--- config.mk ---
export PLATFORM = sky130hd
export DESIGN_NAME = seq_pattern_detect_flat
export DESIGN_NICKNAME = d
export VERILOG_FILES = /design/src/rtl/seq_pattern_detect_if.sv /design/src/rtl/seq_pattern_detect.sv /design/src/flat_wrapper.sv
export SDC_FILE = /design/constraint.sdc
export NUM_CORES = 1
export LEC_CHECK = 0
export CAP_MARGIN = 20
export CORE_MARGIN = 4
export CORE_UTILIZATION = 35
export CTS_CLUSTER_DIAMETER = 100
export DETAILED_ROUTE_END_ITERATION = 12
export PLACE_DENSITY_LB_ADDON = 0.25
export SKIP_LAST_GASP = 1
export SYNTH_ARGS = -nofsm -noshare
export SYNTH_HDL_FRONTEND = slang
export SYNTH_SLANG_ARGS = --single-unit
export TNS_END_PERCENT = 30
--- constraint.sdc ---
create_clock -name clk -period 2.2 [get_ports clk]
set_clock_uncertainty 0.15 [all_clocks]
set_input_delay 0.33 -clock clk [delete_from_list [all_inputs] [get_ports clk]]
set_output_delay 0.33 -clock clk [all_outputs]
set_load 0.01 [all_outputs]
--- src/rtl/seq_pattern_detect_if.sv ---
// -----------------------------------------------------------------------------
// seq_pattern_detect_if
//
// Purpose:
//   Groups the serial input qualifier/data pair and the detector's status
//   outputs into one bundle. The upstream pipeline (or a bench) takes the
//   master view. The detector takes the slave view.
//
// Parameters:
//   CNT_W      width of the match counter carried on match_cnt
//
// Signals:
//   in_valid   master -> slave  in_bit is meaningful this cycle
//   in_bit     master -> slave  serial data bit
//   match      slave -> master  one-cycle registered match pulse
//   match_cnt  slave -> master  saturating number of matches since reset
//   primed     slave -> master  PAT_W bits accepted since reset/restart
// -----------------------------------------------------------------------------
interface seq_pattern_detect_if #(
  parameter int CNT_W = 4
);
  logic             in_valid;
  logic             in_bit;
  logic             match;
  logic [CNT_W-1:0] match_cnt;
  logic             primed;

  modport master (
    output in_valid,
    output in_bit,
    input  match,
    input  match_cnt,
    input  primed
  );

  modport slave (
    input  in_valid,
    input  in_bit,
    output match,
    output match_cnt,
    output primed
  );
endinterface : seq_pattern_detect_if

--- src/rtl/seq_pattern_detect.sv ---
// -----------------------------------------------------------------------------
// seq_pattern_detect
//
// Purpose:
//   Serial pattern detector that sits after the shift stage. It accepts one
//   bit per clock when in_valid is high and keeps the last PAT_W accepted
//   bits. It raises a one-cycle registered pulse each time those bits equal
//   PATTERN (bit 0 = most recent bit). A saturating counter records the
//   matches.
//
// Parameters:
//   PAT_W    pattern length in bits (>= 2)
//   PATTERN  pattern to detect; bit 0 is the most recently received bit
//   CNT_W    width of the saturating match counter
//
// Ports:
//   clk      system clock, rising edge
//   rst_n    asynchronous active-low reset
//   bus      seq_pattern_detect_if.slave:
//              in_valid, in_bit  -> serial input (bit sampled only if valid)
//              match             <- pulse, one clk after the completing bit
//              match_cnt         <- matches since reset, saturating
//              primed            <- PAT_W bits accepted since reset/restart
//
// Build option:
//   SEQ_PATTERN_NO_OVERLAP_EN  when defined, a hit clears the history. The
//                              next match then needs PAT_W fresh bits, and
//                              primed drops for that restart. When undefined,
//                              overlapping matches are detected.
// -----------------------------------------------------------------------------
module seq_pattern_detect #(
  parameter int               PAT_W   = 4,
  parameter logic [PAT_W-1:0] PATTERN = 4'b1011,
  parameter int               CNT_W   = 4
) (
  input  logic                 clk,
  input  logic                 rst_n,
  seq_pattern_detect_if.slave  bus
);

  localparam int               FILL_W   = $clog2(PAT_W + 1);
  localparam logic [FILL_W-1:0] FILL_MAX = FILL_W'(PAT_W);
  localparam logic [FILL_W-1:0] FILL_HIT = FILL_W'(PAT_W - 1);

  // Architectural state
  logic [PAT_W-1:0]  shreg;
  logic [FILL_W-1:0] fill;
  logic              match_r;
  logic [CNT_W-1:0]  match_cnt_r;

  // Combinational next values
  logic [PAT_W-1:0]  shreg_next;
  logic [FILL_W-1:0] fill_inc;
  logic              hit;

  // NOTE: every always_comb output gets a default before any condition, so a
  // missed branch can never leave a value unassigned and infer a latch.
  always_comb begin
    shreg_next = {shreg[PAT_W-2:0], bus.in_bit};
    fill_inc   = (fill == FILL_MAX) ? fill : fill + 1'b1;
    hit        = 1'b0;
    // in_valid gates first, so an undriven in_bit on idle cycles cannot
    // leak into the match decision.
    if (bus.in_valid && (fill >= FILL_HIT) && (shreg_next == PATTERN)) begin
      hit = 1'b1;
    end
  end

  // NOTE: state registers use non-blocking assignments so every flop samples
  // the pre-edge values, independent of statement order. All state, including
  // the pending match pulse, clears asynchronously. A reset mid-pattern
  // therefore drops history and any pulse at once.
  always_ff @(posedge clk or negedge rst_n) begin
    if (!rst_n) begin
      shreg       <= '0;
      fill        <= '0;
      match_r     <= 1'b0;
      match_cnt_r <= '0;
    end else begin
      // The pulse lasts exactly one cycle. An idle cycle or a non-matching bit
      // drops it.
      match_r <= hit;
      if (bus.in_valid) begin
`ifdef SEQ_PATTERN_NO_OVERLAP_EN
        if (hit) begin
          shreg <= '0;
          fill  <= '0;
        end else begin
          shreg <= shreg_next;
          fill  <= fill_inc;
        end
`else
        shreg <= shreg_next;
        fill  <= fill_inc;
`endif
        if (hit && (match_cnt_r != '1)) begin
          match_cnt_r <= match_cnt_r + 1'b1;
        end
      end
    end
  end

  assign bus.match     = match_r;
  assign bus.match_cnt = match_cnt_r;
  assign bus.primed    = (fill == FILL_MAX);

endmodule : seq_pattern_detect

--- src/flat_wrapper.sv ---
// flat-port wrapper written by rule: the top's interface ports become plain ports
module seq_pattern_detect_flat 
#(
  parameter int               PAT_W   = 4,
  parameter logic [PAT_W-1:0] PATTERN = 4'b1011,
  parameter int               CNT_W   = 4
)
  (clk, rst_n, bus_in_valid, bus_in_bit, bus_match, bus_match_cnt, bus_primed);
  seq_pattern_detect_if #(.CNT_W(CNT_W)) bus_i ();
  input  logic clk;
  input  logic rst_n;
  input wire logic [$bits(bus_i.in_valid)-1:0] bus_in_valid;
  input wire logic [$bits(bus_i.in_bit)-1:0] bus_in_bit;
  output wire logic [$bits(bus_i.match)-1:0] bus_match;
  output wire logic [$bits(bus_i.match_cnt)-1:0] bus_match_cnt;
  output wire logic [$bits(bus_i.primed)-1:0] bus_primed;
  assign bus_i.in_valid = bus_in_valid;
  assign bus_i.in_bit = bus_in_bit;
  assign bus_match = bus_i.match;
  assign bus_match_cnt = bus_i.match_cnt;
  assign bus_primed = bus_i.primed;
  seq_pattern_detect #(.PAT_W(PAT_W), .PATTERN(PATTERN), .CNT_W(CNT_W)) u_core (.clk(clk), .rst_n(rst_n), .bus(bus_i));
endmodule
# == Word-level counts from Yosys, hierarchy flattened ==
# Index checks and enable logic that the tools add are counted.
# classes
add_sub_neg,2
order_cmp,1
n_bitwise,1
mux,1
n_eq_ne,3
n_reduce_logical,5
# op_table
cell,n
$add 4x1->4 const B,1
$eq 4x4->1 const B,1
$ne 4x4->1 const B,1
$reduce_and 2->1,2
$add 3x1->3 const B,1
$eq 3x3->1 const B,1
$ge 3x2->1 const B,1
$logic_and 1x1->1,3
$mux 1,1
$not 1->1,1
# totals
reg_bits,11
elab_cells,17
inputBits,4
output_inout_bits,6

# == Longest topological paths before layout ==
# logic_depth
ltp_word,6
mapped_depth,6
ltp_nobuf,6

# == Least setup slack after synthesis ==
# OpenSTA, ideal clock, no wires.
# synth_path
kind,reg2reg
from,register u_core.fill[0]
to,"register u_core.match_cnt_r[3], in the netlist u_core.bus.match_cnt[3]"
setup_time_ns,0.128
t_arrival_ns,1.562
t_required_ns,1.922
period_less_slack_ns,1.839
n_path_buf,0
path_stages_with_launch,7
slack_ns,0.361
path_cell_list,dfrtp_1 ha_1 ha_1 a211oi_1 nor4_4 nand4_1 mux2_1
# synth_between
elab_chain_len,6
# synth_lines
element,line_no,text
start: declaration,seq_pattern_detect.sv:47,logic [FILL_W-1:0] fill;
start signal: assignment,seq_pattern_detect.sv:94,fill <= fill_inc;
$ge 3x2->1,seq_pattern_detect.sv:64,if (bus.in_valid && (fill >= FILL_HIT) && (shreg_next == PATTERN)) begin
$logic_and 1x1->1 (2 in series),seq_pattern_detect.sv:64,
$mux 1,seq_pattern_detect.sv:64,
via u_core.hit,seq_pattern_detect.sv:54,logic hit;
$logic_and 1x1->1,seq_pattern_detect.sv:96,if (hit && (match_cnt_r != '1)) begin
$reduce_and 2->1 (no line),--,
end signal: assignment,seq_pattern_detect.sv:97,match_cnt_r <= match_cnt_r + 1'b1;
end: declaration,seq_pattern_detect.sv:49,logic [CNT_W-1:0] match_cnt_r;
# The timed path passes the listed nets, and every way through them passes these cells.
# A chain may end at the register's enable or synchronous reset.

# == Final worst setup path ==
# layout_path
from,register u_core.fill[0]
to,output bus_primed
# layout_between
elab_chain_len,1
# layout_lines
element,line_no,text
$eq 3x3->1,seq_pattern_detect.sv:105,assign bus.primed = (fill == FILL_MAX);
end: declaration,flat_wrapper.sv:16,output wire logic [$bits(bus_i.primed)-1:0] bus_primed;
# Every way passes these cells.

==> flow_metrics.tcl <==
set metrics [dict create \
    synth-main-ff-cell "dfrtp_1" \
    cp_max_fo 3 \
    maxSlewHeadroom_pct 68.2 \
    syn_inst 44 \
    clockBufferDepth 2 \
    netlist_top_cells_area "dfrtp_1 (53%), ha_1 (9.6%), mux2_1 (4.3%)" \
    die_w_um 46.6 \
    p_leak_nw 0.304 \
    hp-class "in2async" \
    worstSetupEndpointType "output port" \
    grt_max_degree 12 \
    design.die.area_sq_um 2170 \
    cts_sinks 11 \
    yosys.area.top_type "dfrtp_1" \
    finalSetupViolCount 0 \
    fin_crit_sh_pct 94.3 \
    gp_congestion 0.710 \
    clk_pin_slew_ns 0.07 \
    die_h_um 46.6 \
    vias_per_cell 4.70 \
    syn_to_final_growth_pct 27.4 \
    cts-buffers-inserted 3 \
    fp.coreArea_sq_um 1350 \
    cp.arrival_ns 1.59 \
    drv_slew 0 \
    start_util_pct 38.6 \
    vdd_drop_max_v 0.000377 \
    ant_nets 0 \
    hold_viol 0 \
    power_mw 0.667 \
    grt_setup_unrepaired "false" \
    netlist_area_sq_um 520 \
    numPortBuffers 9 \
    ys_ff_latch 11 \
    synth_commonest_cells "dfrtp_1 (11), inv_1 (5), ha_1 (4), o21ai_0 (4)" \
    ys_warn_count 0 \
    grt_pass1_vias 315 \
    wl_per_cell_um 11.1 \
    wl_um 810 \
    timing.critical_path.required_ns 1.72 \
    cts_hold_buf 0 \
    syn_area_per_cell_sq_um 11.8 \
    root_buffer "clkbuf_4" \
    dpl.hpwl_um 631 \
    cap_violations 0 \
    crit_type "reg2out" \
    status "finished, final reports clean" \
    synth.most_common_cell "dfrtp_1" \
    synthArstFlopShare_pct 100 \
    synth_fp_nets 52 \
    ioPinCount 10 \
    nets 67 \
    post_cts_buffers 0 \
    min_period_ns 2.07 \
    drive_gt1_share_pct 15.5 \
    antenna_cells 0 \
    yosysSeqAreaShare_pct 52.9 \
    synth_top_area_share_pct 52.9 \
    cp-start-kind "flop" \
    powerDensity_nw_per_um2 1010 \
    grtUsageTotal_pct 9.37 \
    fmax_mhz 482 \
    grt_pass1_wl_um 1370 \
    vias 343 \
    drtIter0Drc 6 \
    first_pass_iters 2 \
    overflow 0 \
    holdWs_ns 0.243 \
    ys_types 19 \
    final_util_pct 49.1 \
    cts_resized 0 \
    htree_levels 1 \
    drc 0 \
    clock_latency_ns 0.26 \
    worstMarginPinSlew_ns 0.476 \
    tns_ns 0 \
    antenna_found_initial 0 \
    cts_tree "done" \
    synth-edff-count 0 \
    rows 13 \
]
cells by family after synthesis:
family / Yosys count / synth area share, %
AND/OR/NAND/NOR: 11 / 14.4
flip-flops: 11 / 52.9
AO/OA/AOI/OAI: 7 / 7.45
buffers and inverters: 5 / 3.61
multiplexers: 4 / 8.65
adder cells (fa/ha/maj): 4 / 9.62
XOR/XNOR: 2 / 3.37
area by class of cell:
| class | instances | area [sq um] |
|---|---|---|
| sequential | 11 | 275 |
| clock buffer | 4 | 26.3 |
| tap | 15 | 18.8 |
| multi-input combinational | 28 | 226 |
| timing repair buffer | 10 | 97.6 |
| inverter | 5 | 18.8 |
| fill | 118 | 687 |
path summary, 6_finish.rpt:
check	from	end	slack, ns	depth (start not counted)
min in group clk	u_core.shreg[2]	u_core.shreg[2]	0.36	1
worst max-delay path	u_core.fill[0]	bus_primed	0.13	4
worst max register to register	u_core.fill[0]	u_core.bus.match_cnt[3]	0.26	6
worst min register to register	u_core.shreg[2]	u_core.shreg[2]	0.36	1
worst min-delay path	rst_n	u_core.fill[2]	0.24	1
max in group asynchronous	rst_n	u_core.bus.match_cnt[0]	1.34	1
per-layer routing:
| metal | wire (um) | global-route usage, % | share of wire (%) | vias to the layer above |
|---|---|---|---|---|
| li1 | - | - | - | 179 |
| met1 | 414 | 12.7 | 51 | 159 |
| met2 | 359 | 11.8 | 44 | 5 |
| met3 | 36 | 5.86 | 4.4 | 0 |
| met4 | 0 | 3.41 | 0 | 0 |
| met5 | 0 | 0 | 0 | - |
placed cells by master (no fill, tap or decap):
cell	count
nand3_1	1
nand2b_1	1
and2_1	1
a21oi_1	1
xnor2_1	2
nand2_2	2
clkbuf_1	1
nor2_1	1
clkbuf_4	3
dfrtp_1	11
mux2_2	2
o21ai_0	4
nor2b_1	1
mux2_1	2
buf_4	1
a211oi_1	1
nor4_4	1
inv_1	5
nand4_1	1
ha_1	4
clkdlybuf4s50_1	9
a31oi_1	1
nand2_1	2
through the flow:
| step | setup WS (ns) | cells | area (sq um) |
|---|---|---|---|
| floorplan | 0.361 | 44 | 520 |
| global placement | 0.205 | 69 | 637 |
| detailed placement | 0.168 | 69 | 637 |
| CTS | 0.104 | 73 | 663 |
| global route | 0.0373 | 73 | 663 |
| finish | 0.126 | 73 | 663 |
registers in the layout (all words and copies together), names as in the netlist:
| register | flops |
|---|---|
| u_core.bus.match | 1 |
| u_core.bus.match_cnt | 4 |
| u_core.fill | 3 |
| u_core.shreg | 3 |
critical path: stages, from the launching register on:
cell and delay [ns]:
dfrtp_1 0.40, inv_1 0.09, ha_1 0.16, and2_1 0.14, clkdlybuf4s50_1 0.53
power breakdown:
| group | internal (mW) | switching (mW) |
|---|---|---|
| clock | 0.0700 | 0.0623 |
| sequential | 0.257 | 0.0485 |
| combinational | 0.121 | 0.109 |
| total | 0.447 | 0.220 |
Note: power is estimated with default switching activity, not from simulation.
